$ cat config.mk
export PLATFORM = sky130hd
export DESIGN_NAME = ervp_tick_timer_flat
export DESIGN_NICKNAME = d
export VERILOG_FILES = /design/src/rtl/ervp_tick_timer_pkg.sv /design/src/rtl/ervp_tick_timer_if.sv /design/src/rtl/ervp_tick_timer_dcnt.sv /design/src/rtl/ervp_tick_timer.sv /design/src/flat_wrapper.sv
export SDC_FILE = /design/constraint.sdc
export NUM_CORES = 1
export LEC_CHECK = 0
export ABC_AREA = 1
export CORE_MARGIN = 3
export CORE_UTILIZATION = 45
export DETAILED_ROUTE_END_ITERATION = 8
export PLACE_DENSITY = 0.8
export SLEW_MARGIN = 20
export SYNTH_ARGS = -nofsm -noshare
export SYNTH_HDL_FRONTEND = slang
export SYNTH_SLANG_ARGS = --single-unit
$ cat constraint.sdc
create_clock -name clk -period 5.1 [get_ports clk]
set_input_delay 0.765 -clock clk [delete_from_list [all_inputs] [get_ports clk]]
set_output_delay 0.765 -clock clk [all_outputs]
set_load 0.005 [all_outputs]
$ cat src/rtl/ervp_tick_timer_pkg.sv
// Shared constants for the tick-driven timeout channel.
package ervp_tick_timer_pkg;

    typedef enum logic [1:0] {
        IDLE = 2'd0,
        RUN  = 2'd1,
        DONE = 2'd2
    } state_e;

    localparam logic UNIT_1US    = 1'b0;
    localparam logic UNIT_62D5MS = 1'b1;

    // Command priority within one cycle, highest first:
    //   stop (when armed or done) > start (timeout != 0) > expiring tick > clear.
    // An expiry still sets expired even when clear is asserted alongside it.

endpackage

$ cat src/rtl/ervp_tick_timer_if.sv
// Control/status bundle between the register wrapper and one timer channel.
interface ervp_tick_timer_if #(
    parameter int BW_TIMEOUT = 16
);
    logic                  tick_1us;
    logic                  tick_62d5ms;
    logic                  cfg_unit;
    logic                  cfg_periodic;
    logic [BW_TIMEOUT-1:0] cfg_timeout;
    logic                  start;
    logic                  stop;
    logic                  clear;
    logic                  busy;
    logic                  expired;
    logic                  expire_pulse;
    logic [BW_TIMEOUT-1:0] remaining;

    modport master (
        output tick_1us, tick_62d5ms, cfg_unit, cfg_periodic, cfg_timeout,
               start, stop, clear,
        input  busy, expired, expire_pulse, remaining
    );

    modport slave (
        input  tick_1us, tick_62d5ms, cfg_unit, cfg_periodic, cfg_timeout,
               start, stop, clear,
        output busy, expired, expire_pulse, remaining
    );
endinterface

$ cat src/rtl/ervp_tick_timer_dcnt.sv
// Loadable down-counter; clear beats load beats decrement.
module ervp_tick_timer_dcnt #(
    parameter int BW = 16
) (
    input  logic          clk,
    input  logic          rstnn,
    input  logic          clr_i,
    input  logic          load_i,
    input  logic [BW-1:0] load_val_i,
    input  logic          dec_i,
    output logic [BW-1:0] cnt_o,
    output logic          is_one_o
);
    logic [BW-1:0] cnt_q, cnt_d;

    always_comb begin
        cnt_d = cnt_q;
        if (clr_i)
            cnt_d = '0;
        else if (load_i)
            cnt_d = load_val_i;
        else if (dec_i && (cnt_q != '0))
            cnt_d = cnt_q - 1'b1;
    end

    always_ff @(posedge clk or negedge rstnn) begin
        if (!rstnn)
            cnt_q <= '0;
        else
            cnt_q <= cnt_d;
    end

    assign cnt_o    = cnt_q;
    assign is_one_o = (cnt_q == BW'(1));
endmodule

$ cat src/rtl/ervp_tick_timer.sv
// One timer channel: one-shot or periodic timeout counted in shared ticks.
module ervp_tick_timer
    import ervp_tick_timer_pkg::*;
#(
    parameter int BW_TIMEOUT = 16
) (
    input  logic              clk,
    input  logic              rstnn,
    ervp_tick_timer_if.slave  bus
);
    state_e                state_q, state_d;
    logic                  unit_q, periodic_q;
    logic [BW_TIMEOUT-1:0] timeout_q;
    logic                  expired_q, expired_d;
    logic                  pulse_q;

    logic                  sel_tick, start_ok, stop_ok, tick_run, expiring;
    logic                  cnt_clr, cnt_load, cnt_dec, is_one;
    logic [BW_TIMEOUT-1:0] cnt_val, load_val;

    assign sel_tick = (unit_q == UNIT_62D5MS) ? bus.tick_62d5ms : bus.tick_1us;
    assign start_ok = bus.start && !bus.stop && (bus.cfg_timeout != '0);
    assign stop_ok  = bus.stop && (state_q != IDLE);
    // A tick only counts when no command claims this cycle.
    assign tick_run = (state_q == RUN) && sel_tick && !start_ok && !stop_ok;
    assign expiring = tick_run && is_one;

    assign cnt_clr  = stop_ok || (expiring && !periodic_q);
    assign cnt_load = start_ok || (expiring && periodic_q);
    assign load_val = start_ok ? bus.cfg_timeout : timeout_q;
    assign cnt_dec  = tick_run && !is_one;

    ervp_tick_timer_dcnt #(.BW(BW_TIMEOUT)) u_dcnt (
        .clk        (clk),
        .rstnn      (rstnn),
        .clr_i      (cnt_clr),
        .load_i     (cnt_load),
        .load_val_i (load_val),
        .dec_i      (cnt_dec),
        .cnt_o      (cnt_val),
        .is_one_o   (is_one)
    );

    always_comb begin
        state_d = state_q;
        if (start_ok)
            state_d = RUN;
        else if (stop_ok)
            state_d = IDLE;
        else if (expiring && !periodic_q)
            state_d = DONE;

        expired_d = expired_q;
        if (expiring)
            expired_d = 1'b1;
        else if (bus.clear)
            expired_d = 1'b0;
    end

    always_ff @(posedge clk or negedge rstnn) begin
        if (!rstnn) begin
            state_q    <= IDLE;
            unit_q     <= UNIT_1US;
            periodic_q <= 1'b0;
            timeout_q  <= '0;
            expired_q  <= 1'b0;
            pulse_q    <= 1'b0;
        end else begin
            state_q   <= state_d;
            expired_q <= expired_d;
            pulse_q   <= expiring;
            if (start_ok) begin
                unit_q     <= bus.cfg_unit;
                periodic_q <= bus.cfg_periodic;
                timeout_q  <= bus.cfg_timeout;
            end
        end
    end

    assign bus.busy         = (state_q == RUN);
    assign bus.expired      = expired_q;
    assign bus.expire_pulse = pulse_q;
    assign bus.remaining    = cnt_val;
endmodule

$ cat src/flat_wrapper.sv
// flat-port wrapper written by rule: the top's interface ports become plain ports
module ervp_tick_timer_flat import ervp_tick_timer_pkg::*;
#(
    parameter int BW_TIMEOUT = 16
)
  (clk, rstnn, bus_tick_1us, bus_tick_62d5ms, bus_cfg_unit, bus_cfg_periodic, bus_cfg_timeout, bus_start, bus_stop, bus_clear, bus_busy, bus_expired, bus_expire_pulse, bus_remaining);
  ervp_tick_timer_if #(.BW_TIMEOUT(BW_TIMEOUT)) bus_i ();
  input  logic clk;
  input  logic rstnn;
  input wire logic [$bits(bus_i.tick_1us)-1:0] bus_tick_1us;
  input wire logic [$bits(bus_i.tick_62d5ms)-1:0] bus_tick_62d5ms;
  input wire logic [$bits(bus_i.cfg_unit)-1:0] bus_cfg_unit;
  input wire logic [$bits(bus_i.cfg_periodic)-1:0] bus_cfg_periodic;
  input wire logic [$bits(bus_i.cfg_timeout)-1:0] bus_cfg_timeout;
  input wire logic [$bits(bus_i.start)-1:0] bus_start;
  input wire logic [$bits(bus_i.stop)-1:0] bus_stop;
  input wire logic [$bits(bus_i.clear)-1:0] bus_clear;
  output wire logic [$bits(bus_i.busy)-1:0] bus_busy;
  output wire logic [$bits(bus_i.expired)-1:0] bus_expired;
  output wire logic [$bits(bus_i.expire_pulse)-1:0] bus_expire_pulse;
  output wire logic [$bits(bus_i.remaining)-1:0] bus_remaining;
  assign bus_i.tick_1us = bus_tick_1us;
  assign bus_i.tick_62d5ms = bus_tick_62d5ms;
  assign bus_i.cfg_unit = bus_cfg_unit;
  assign bus_i.cfg_periodic = bus_cfg_periodic;
  assign bus_i.cfg_timeout = bus_cfg_timeout;
  assign bus_i.start = bus_start;
  assign bus_i.stop = bus_stop;
  assign bus_i.clear = bus_clear;
  assign bus_busy = bus_i.busy;
  assign bus_expired = bus_i.expired;
  assign bus_expire_pulse = bus_i.expire_pulse;
  assign bus_remaining = bus_i.remaining;
  ervp_tick_timer #(.BW_TIMEOUT(BW_TIMEOUT)) u_core (.clk(clk), .rstnn(rstnn), .bus(bus_i));
endmodule
# After elaboration in Yosys (flattened, before gate mapping)

Index checks and enable logic that the tools add are counted.

$mul: 0
Reduce and logical (&&, ||, !) cells: 24
Bitwise operators: 0
Order comparisons: 0
Equality and inequality tests: 2
Muxes and demuxes: 10
Div/mod/pow operators: 0
Add/subtract/negate cells: 1
Shift-type cells: 0

Operators by type and width:

| operator                                              | number |
|---|---|
| 2-to-1 mux 16 bit                                     | 4 |
| nonzero test 16 bit                                   | 2 |
| equality test 16 x 1 -> 1 bit (second input constant) | 1 |
| subtractor 16 x 1 -> 16 bit (second input constant)   | 1 |
| logical AND 1 bit                                     | 11 |
| 2-to-1 mux 2 bit                                      | 3 |
| nonzero test 3 bit                                    | 2 |
| zero test 1 bit                                       | 5 |
| nonzero test 2 bit                                    | 2 |
| 2-to-1 mux 1 bit                                      | 3 |
| equality test 2 x 1 -> 1 bit (second input constant)  | 1 |
| logical OR 1 bit                                      | 2 |

Memories: 0
Bits in registers: 38
Memory bits (writable): 0
Word-level logic and storage cells: 44
Memory bits (read-only): 0
Bits in latches: 0
Output and inout bits: 19
Bits of input ports: 25

# Logic depth before layout (Yosys ltp)

Gate-level depths: netlist (run 1).

Depth in word-level cells: 11
Gate-level depth with buffers: 13
Mapped depth without buffers: 11

# By module

From an unflattened synthesis (run 1), not the netlist that was laid out.

Cell total of the unflattened synthesis: 292
Area total of the unflattened synthesis: 2,302.2 um^2

By module, submodules not included:

| module               | instances | cells an instance | seq. area each (um^2) | area an instance (um^2) |
|---|---|---|---|---|
| ervp_tick_timer_dcnt | 1         | 204               | 400.4                 | 1,257.5 |
| ervp_tick_timer      | 1         | 88                | 550.5                 | 1,044.8 |

# Least setup slack after synthesis (run 1)

Ideal clock, no wire load.

Path type: input-to-reg
Start point: in bus_cfg_timeout[13]
End point: reg u_core.u_dcnt.cnt_q[4], in the netlist u_core.u_dcnt.cnt_o[4]
Slack: 3.170 ns
Stages on the path: 11
Data required time: 4.983 ns
Buffers on the path: 1
Arrival: 1.813 ns
Setup time: 0.117 ns
Cells stage by stage: nor2_1 -> nand2_1 -> nor2_1 -> nand2_1 -> nand2_2 -> buf_6 -> inv_2 -> a41oi_1 -> o21ai_0 -> nand2_1 -> nand2_1

Longest elaborated chain between the ends: 10
Elaborated cells between the ends (all ways): 16
Those cells by class: mux: 3; reduce/logical: 13

Ends and longest elaborated chain:

| item                           | line                       | RTL |
|---|---|---|
| start, declared                | flat_wrapper.sv:14         | `input wire logic [$bits(bus_i.cfg_timeout)-1:0] bus_cfg_timeout;` |
| nonzero test 16 bit *          | ervp_tick_timer.sv:22      | `assign start_ok = bus.start && !bus.stop && (bus.cfg_timeout != '0);` |
| logical AND 1 bit *            | ervp_tick_timer.sv:22      |  |
| zero test 1 bit                | ervp_tick_timer.sv:25      | `assign tick_run = (state_q == RUN) && sel_tick && !start_ok && !stop_ok;` |
| logical AND 1 bit (2 in a row) | ervp_tick_timer.sv:25      |  |
| logical AND 1 bit              | ervp_tick_timer.sv:26      | `assign expiring = tick_run && is_one;` |
| logical AND 1 bit              | ervp_tick_timer.sv:29      | `assign cnt_load = start_ok \|\| (expiring && periodic_q);` |
| logical OR 1 bit               | ervp_tick_timer.sv:29      |  |
| 2-to-1 mux 16 bit              | ervp_tick_timer_dcnt.sv:20 | `else if (load_i)` |
| 2-to-1 mux 16 bit              | ervp_tick_timer_dcnt.sv:18 | `if (clr_i)` |
| end signal, assigned           | ervp_tick_timer_dcnt.sv:30 | `cnt_q <= cnt_d;` |
| end, declared                  | ervp_tick_timer_dcnt.sv:14 | `logic [BW-1:0] cnt_q, cnt_d;` |

Every way passes the cells marked *; elsewhere a longest branch is shown, timed or not.
A chain may end at the register's enable or synchronous reset.

# Final worst setup path (run 1)

Start point: in bus_cfg_timeout[15]
End point: reg u_core.u_dcnt.cnt_q[1], in the netlist u_core.u_dcnt.cnt_o[1]

Same word-level chain as after synthesis.

==> results_dict.tcl, run 1 <==
set metrics [dict create \
    status "finished, final reports clean" \
    cp_slowest_cell "nand2_2" \
    syn_avg_cell_area_um2 7.326 \
    reg2regPathDepth 7 \
    fin_skew_ns 0.006035 \
    drt-initial-drc-count 115 \
    io_buffer_count 43 \
    period_needed_ns 2.967 \
    post_cts_buffers 0 \
    nNetsFinal 393 \
    slew_headroom 0.4716 \
    place_congestion 0.9274 \
    areaGrowthSynthToFinish_pct 22.49 \
    num_vias 2162 \
    slowest_delay_ns 0.60 \
    cp-start-kind "input port" \
    max_freq_mhz 337.0 \
    viasPerCell 4.993 \
    die_w_um 78.74 \
    hold_violations 0 \
    cts_root_buffer "clkbuf_8" \
    antenna_found_initial 0 \
    fin_crit_sh 0.5819 \
    setup_violations 0 \
    peakVddDrop_v 0.0002740 \
    drt-total-wl_mm 5.615 \
    drtAntennaViolNets 0 \
    critPathLaunch "bus_cfg_timeout[15]" \
    r2r-end "u_core.u_dcnt.cnt_o[7]$_DFFE_PN0P_" \
    ctsHtreeMaxLevel 2 \
    postPlaceCellArea_um2 2825 \
    dp_hpwl_mm 4.233 \
    end_kind "flip-flop" \
    synth_nets 353 \
    ys_types 30 \
    total_power_mw 1.105 \
    p_leak_nw 1.461 \
    grt_pass1_wl_mm 9.142 \
    die_area_um2 6200 \
    r2r_slack_ns 2.69 \
    wl_per_cell_um 12.97 \
    maxCapViolCount 0 \
    antenna_cells 0 \
    drive_gt1_frac 0.07923 \
    clk_latency_ns 0.29 \
    worst_slack_ns 2.133 \
    crit_chain "clkdlybuf4s50_1, nor2_1, nand2_1, nor2_1, nand2_1, nand2_2, nand4_2, o21ai_4, nand2_1, nand3_1, nand2_1" \
    p_per_area_nw_per_um2 378.8 \
    cts.sinks 38 \
    start_util 0.4848 \
    worstSetupEndpoint "u_core.u_dcnt.cnt_o[1]$_DFFE_PN0P_" \
    rows 25 \
    syn_area_um2 2381 \
    path_common_cell "nand2_1" \
    final_common_cell "nand2_1" \
    crit_type "input port to flip-flop" \
    first_pass_iters 4 \
    core-area_um2 4911 \
    numCtsBuffers 5 \
    tns_ns 0 \
    drc_errors 0 \
    clk_pin_slew_ns 0.07 \
    ys_seq_area_frac 0.3994 \
    tritoncts "done" \
    grt_max_degree 48 \
    ys_ff_latch 38 \
    num_io_pins 44 \
    ctsHoldBuffers 0 \
    n_fill_cell 461 \
    worst_ep_arrival_time_ns 3.15 \
    ys_warn_count 0 \
    dpl_worst_slack_ns 1.842 \
    cts-resized-gates 0 \
    rsz0062_at_grt "false" \
    r2r_start "u_core.state_q[0]$_DFFE_PN0P_" \
    die_y_um 78.74 \
    synthCells 325 \
    hp-class "flip-flop to flip-flop" \
    slew_violations 0 \
    overflow 0 \
    crit_path_max_fanout 47 \
    grt_usage 0.1881 \
    final_cell_mix "77 x nand2_1, 53 x inv_1, 43 x nand3_1, 43 x clkdlybuf4s50_1, 38 x dfrtp_1" \
    grt_pass1_vias 1993 \
    cp.required_ns 5.28 \
    tightest_slew_ns 0.7897 \
    clock_path_buffers 2 \
    postLayoutCellArea_um2 2917 \
]
==> worst max-delay path: cells and delay by family <==
kind	cells	cell delay [ns]
buf+inv	1	0.43
compound gates	1	0.42
simple gates	9	1.53
==> cell families after synthesis <==
family | count (synthesis) | share of synthesized area
XOR/XNOR | 14 | 0.05150
flip-flops | 38 | 0.3994
AO/OA/AOI/OAI | 31 | 0.08618
adder cells (fa/ha/maj) | 3 | 0.01577
buffers and inverters | 68 | 0.1224
AND/OR/NAND/NOR | 171 | 0.3248
==> power breakdown <==
| group | switching [mW] | total [mW] | internal (mW) |
|---|---|---|---|
| logic | 0.246 | 0.458 | 0.212 |
| registers | 0.0740 | 0.433 | 0.359 |
| clock network | 0.105 | 0.214 | 0.109 |
==> cell usage after synthesis, drive strengths merged <==
| library cell | number | area share |
|---|---|---|
| ha | 3 | 0.016 |
| a21oi | 3 | 0.0095 |
| nor2 | 35 | 0.067 |
| clkbuf | 1 | 0.0016 |
| o211ai | 1 | 0.0032 |
| or2 | 1 | 0.0026 |
| and3 | 1 | 0.0032 |
| nand2 | 83 | 0.14 |
| inv | 57 | 0.090 |
| nand3 | 44 | 0.095 |
| buf | 10 | 0.031 |
| xnor2 | 1 | 0.0037 |
| o21ai | 16 | 0.038 |
| xor2 | 13 | 0.048 |
| dfrtp | 38 | 0.40 |
| nand4 | 6 | 0.018 |
| a41oi | 1 | 0.0037 |
| o21a | 10 | 0.032 |
| nor3 | 1 | 0.0021 |
==> flip-flops by register name, indices dropped and copies added, names as in the netlist <==
register and cells:
u_core.timeout_q 16, u_core.u_dcnt.cnt_o 16, u_core.state_q 2, u_core.bus.expire_pulse 1, u_core.bus.expired 1, u_core.periodic_q 1, u_core.unit_q 1
==> through the flow <==
step | hold WS [ns] | instances | util
2_1_floorplan | 0.4612 | 325 | -
3_3_place_gp | 0.4817 | 425 | 0.5753
3_5_place_dp | 0.4849 | 425 | 0.5753
4_1_cts | 0.5032 | 433 | 0.5939
5_1_grt | 0.5214 | 433 | 0.5939
6_report | 0.4974 | 433 | 0.5939
==> per-layer routing <==
layer  track usage  wire length, µm  part of all wire
met5             0                0                 0
met1        0.2453             2517              0.45
met3       0.03855              259             0.046
met4       0.06993               86             0.015
met2        0.3081             2751              0.49
==> final cells by class <==
| cell class | count | area, µm² | share of cell area |
|---|---|---|---|
| well taps | 67 | 83.83 | 0.02874 |
| flip-flops and latches | 38 | 950.9 | 0.3260 |
| multi-input cells | 219 | 1139 | 0.3904 |
| clock buffers | 7 | 86.33 | 0.02960 |
| repair buffers | 44 | 437.9 | 0.1502 |
| clock inverters | 1 | 5.005 | 0.001716 |
| inverters | 57 | 214.0 | 0.07336 |
==> how the worst min path moves through the flow <==
stage                                              start                             end  slack (ns)  cells past startpoint
after global placement     u_core.timeout_q[5]$_DFF_PN0_   u_core.timeout_q[5]$_DFF_PN0_        0.48                      2
after CTS                  u_core.timeout_q[4]$_DFF_PN0_   u_core.timeout_q[4]$_DFF_PN0_        0.50                      2
after floorplan           u_core.timeout_q[10]$_DFF_PN0_  u_core.timeout_q[10]$_DFF_PN0_        0.46                      2
final                      u_core.timeout_q[4]$_DFF_PN0_   u_core.timeout_q[4]$_DFF_PN0_        0.50                      2
after detailed placement   u_core.timeout_q[4]$_DFF_PN0_   u_core.timeout_q[4]$_DFF_PN0_        0.48                      2
after global routing       u_core.timeout_q[5]$_DFF_PN0_   u_core.timeout_q[5]$_DFF_PN0_        0.52                      2
Power figures use the tool's default switching activity.
==> run 2, diff against run 1 <==
PLACE_DENSITY = 0.83   (was 0.8)
clock period = 2.4 ns   (was 5.1 ns; I/O delays follow)
==> results_dict.tcl, run 2 (synthesis gave the netlist of run 1 again) <==
set metrics [dict create \
    crit_type "flip-flop to flip-flop" \
    final_cell_mix "77 x nand2_1, 53 x inv_1, 43 x nand3_1, 43 x clkdlybuf4s50_1, 38 x dfrtp_1" \
    die_w_um 78.74 \
    cts_root_buffer "clkbuf_8" \
    highest_layer "met4" \
    grt_pass1_vias 2092 \
    reg2regPathDepth 11 \
    overflow 0 \
    io_buffer_count 43 \
    drive_gt1_frac 0.08696 \
    cts-resized-gates 0 \
    antenna_found_initial 0 \
    peakVddDrop_v 0.0005822 \
    hold_violations 0 \
    antenna_cells 0 \
    clock_path_buffers 2 \
    first_pass_iters 4 \
    worstSetupEndpoint "u_core.u_dcnt.cnt_o[2]$_DFFE_PN0P_" \
    fin_worst_hold_slack_ns 0.4960 \
    rows 25 \
    worst_ep_arrival_time_ns 2.25 \
    end_kind "flip-flop" \
    max_freq_mhz 487.2 \
    drt-total-wl_mm 5.701 \
    p_int_mw 1.443 \
    n_fill_cell 444 \
    cp-start-kind "flip-flop" \
    post_cts_buffers 0 \
    period_needed_ns 2.053 \
    hp-class "input port to asynchronous set/reset pin" \
    tritoncts "done" \
    regArea_um2 950.9 \
    swShare 0.3815 \
    multi_input_area_um2 1139 \
    num_io_pins 44 \
    grt_max_degree 44 \
    rsz0062_at_grt "false" \
    slew_headroom 0.6192 \
    crit_path_max_fanout 16 \
    clockPowerShare 0.189 \
    final_common_cell "nand2_1" \
    ctsHoldBuffers 0 \
    setup_violations 0 \
    p_per_area_nw_per_um2 790.6 \
    grt_usage 0.2050 \
    r2r_start "u_core.u_dcnt.cnt_o[1]$_DFFE_PN0P_" \
    wl_met3_um 330 \
    clk_pin_slew_ns 0.07 \
    clk_latency_ns 0.30 \
    ctsHtreeMaxLevel 2 \
    maxCapViolCount 0 \
    drc_errors 0 \
    critPathLaunch "u_core.u_dcnt.cnt_o[1]$_DFFE_PN0P_" \
    worst_slack_ns 0.3473 \
    areaGrowthSynthToFinish_pct 23.91 \
    die_y_um 78.74 \
    num_vias 2163 \
    power.switching_uw 889.9 \
    drt-initial-drc-count 127 \
    fin_crit_sh 0.8553 \
    fin_skew_ns 0.005598 \
    numCtsBuffers 5 \
    core-area_um2 4911 \
    tns_ns 0 \
    cp.required_ns 2.59 \
    dpl_worst_slack_ns 0.06534 \
    pwr-share-comb 0.418 \
    p_leak_nw 1.480 \
    dp_hpwl_mm 4.228 \
    wl_met2_mm 2.696 \
    tightest_slew_ns 0.5668 \
    drtAntennaViolNets 0 \
    start_util 0.4848 \
    r2r-end "u_core.u_dcnt.cnt_o[2]$_DFFE_PN0P_" \
    slew_violations 0 \
    nNetsFinal 397 \
    grt_pass1_wl_mm 9.963 \
    wl_met1_mm 2.462 \
    die_area_um2 6200 \
    place_congestion 0.9525 \
    r2r_slack_ns 0.35 \
    status "finished, final reports clean" \
    wl_per_cell_um 13.11 \
    seqPwrFrac 0.392 \
    viasPerCell 4.972 \
    cts.sinks 38 \
]
-- run 2: cell count changes in the layout (fill, tap and decap cells not counted) --
| cell | before | now |
|---|---|---|
| buf_12 | 0 | 1 |
| buf_4 | 1 | 4 |
| clkbuf_1 | 1 | 0 |
| clkinv_2 | 1 | 0 |
-- run 2: power by group through the flow --
| stage | sequential (mW) | combinational, mW | clock (mW) |
|---|---|---|---|
| final | 0.915 | 0.976 | 0.442 |
| after global routing | 0.938 | 1.11 | 0.476 |
| after CTS | 0.912 | 0.981 | 0.445 |
| after detailed placement | 0.921 | 0.969 | 0 |
| after global placement | 0.920 | 0.946 | 0 |
| after floorplan | 0.899 | 0.621 | 0 |
-- run 2: final cells by class --
class                           count  share of cell area
Timing Repair Buffer               48              0.1628
Sequential cell                    38              0.3223
Inverter                           57             0.07252
Tap cell                           67             0.02841
Clock buffer                        6             0.02799
Multi-Input combinational cell    219              0.3859
-- run 2: metal layers --
layer,vias to the layer above,track usage
li1,1097,-
met1,985,0.2650
met2,65,0.3234
met3,16,0.04422
met4,0,0.1049
met5,-,0
-- run 2: worst min-delay path by stage --
stage | startpoint | endpoint | slack [ns] | depth (start not counted)
after floorplan | rstnn | u_core.bus.expire_pulse$_DFF_PN0_ | 0.06 | 0
final | rstnn | u_core.u_dcnt.cnt_o[9]$_DFFE_PN0P_ | 0.50 | 2
after global routing | rstnn | u_core.u_dcnt.cnt_o[6]$_DFFE_PN0P_ | 0.55 | 2
after global placement | u_core.timeout_q[4]$_DFF_PN0_ | u_core.timeout_q[4]$_DFF_PN0_ | 0.49 | 2
after CTS | u_core.timeout_q[13]$_DFF_PN0_ | u_core.timeout_q[13]$_DFF_PN0_ | 0.50 | 2
after detailed placement | u_core.timeout_q[5]$_DFF_PN0_ | u_core.timeout_q[5]$_DFF_PN0_ | 0.49 | 2
-- run 2: critical path, stage by stage, from the launching register on --
cell	delay [ns]
dfrtp_1	0.43
inv_1	0.12
ha_1	0.18
inv_1	0.06
nor2_1	0.13
nand2_2	0.08
nor2_4	0.14
nand4_2	0.14
o21ai_4	0.40
nand2_1	0.11
nand3_1	0.11
nand2_1	0.06
-- run 2: metrics by stage --
step                total power [mW]  cell area [µm²]    util  cells
floorplan                      1.520             2381       -    325
global placement               1.866             2868  0.5839    429
detailed placement             1.891             2868  0.5839    429
CTS                            2.338             2950  0.6008    435
global route                   2.522             2950  0.6008    435
finish                         2.333             2950  0.6008    435
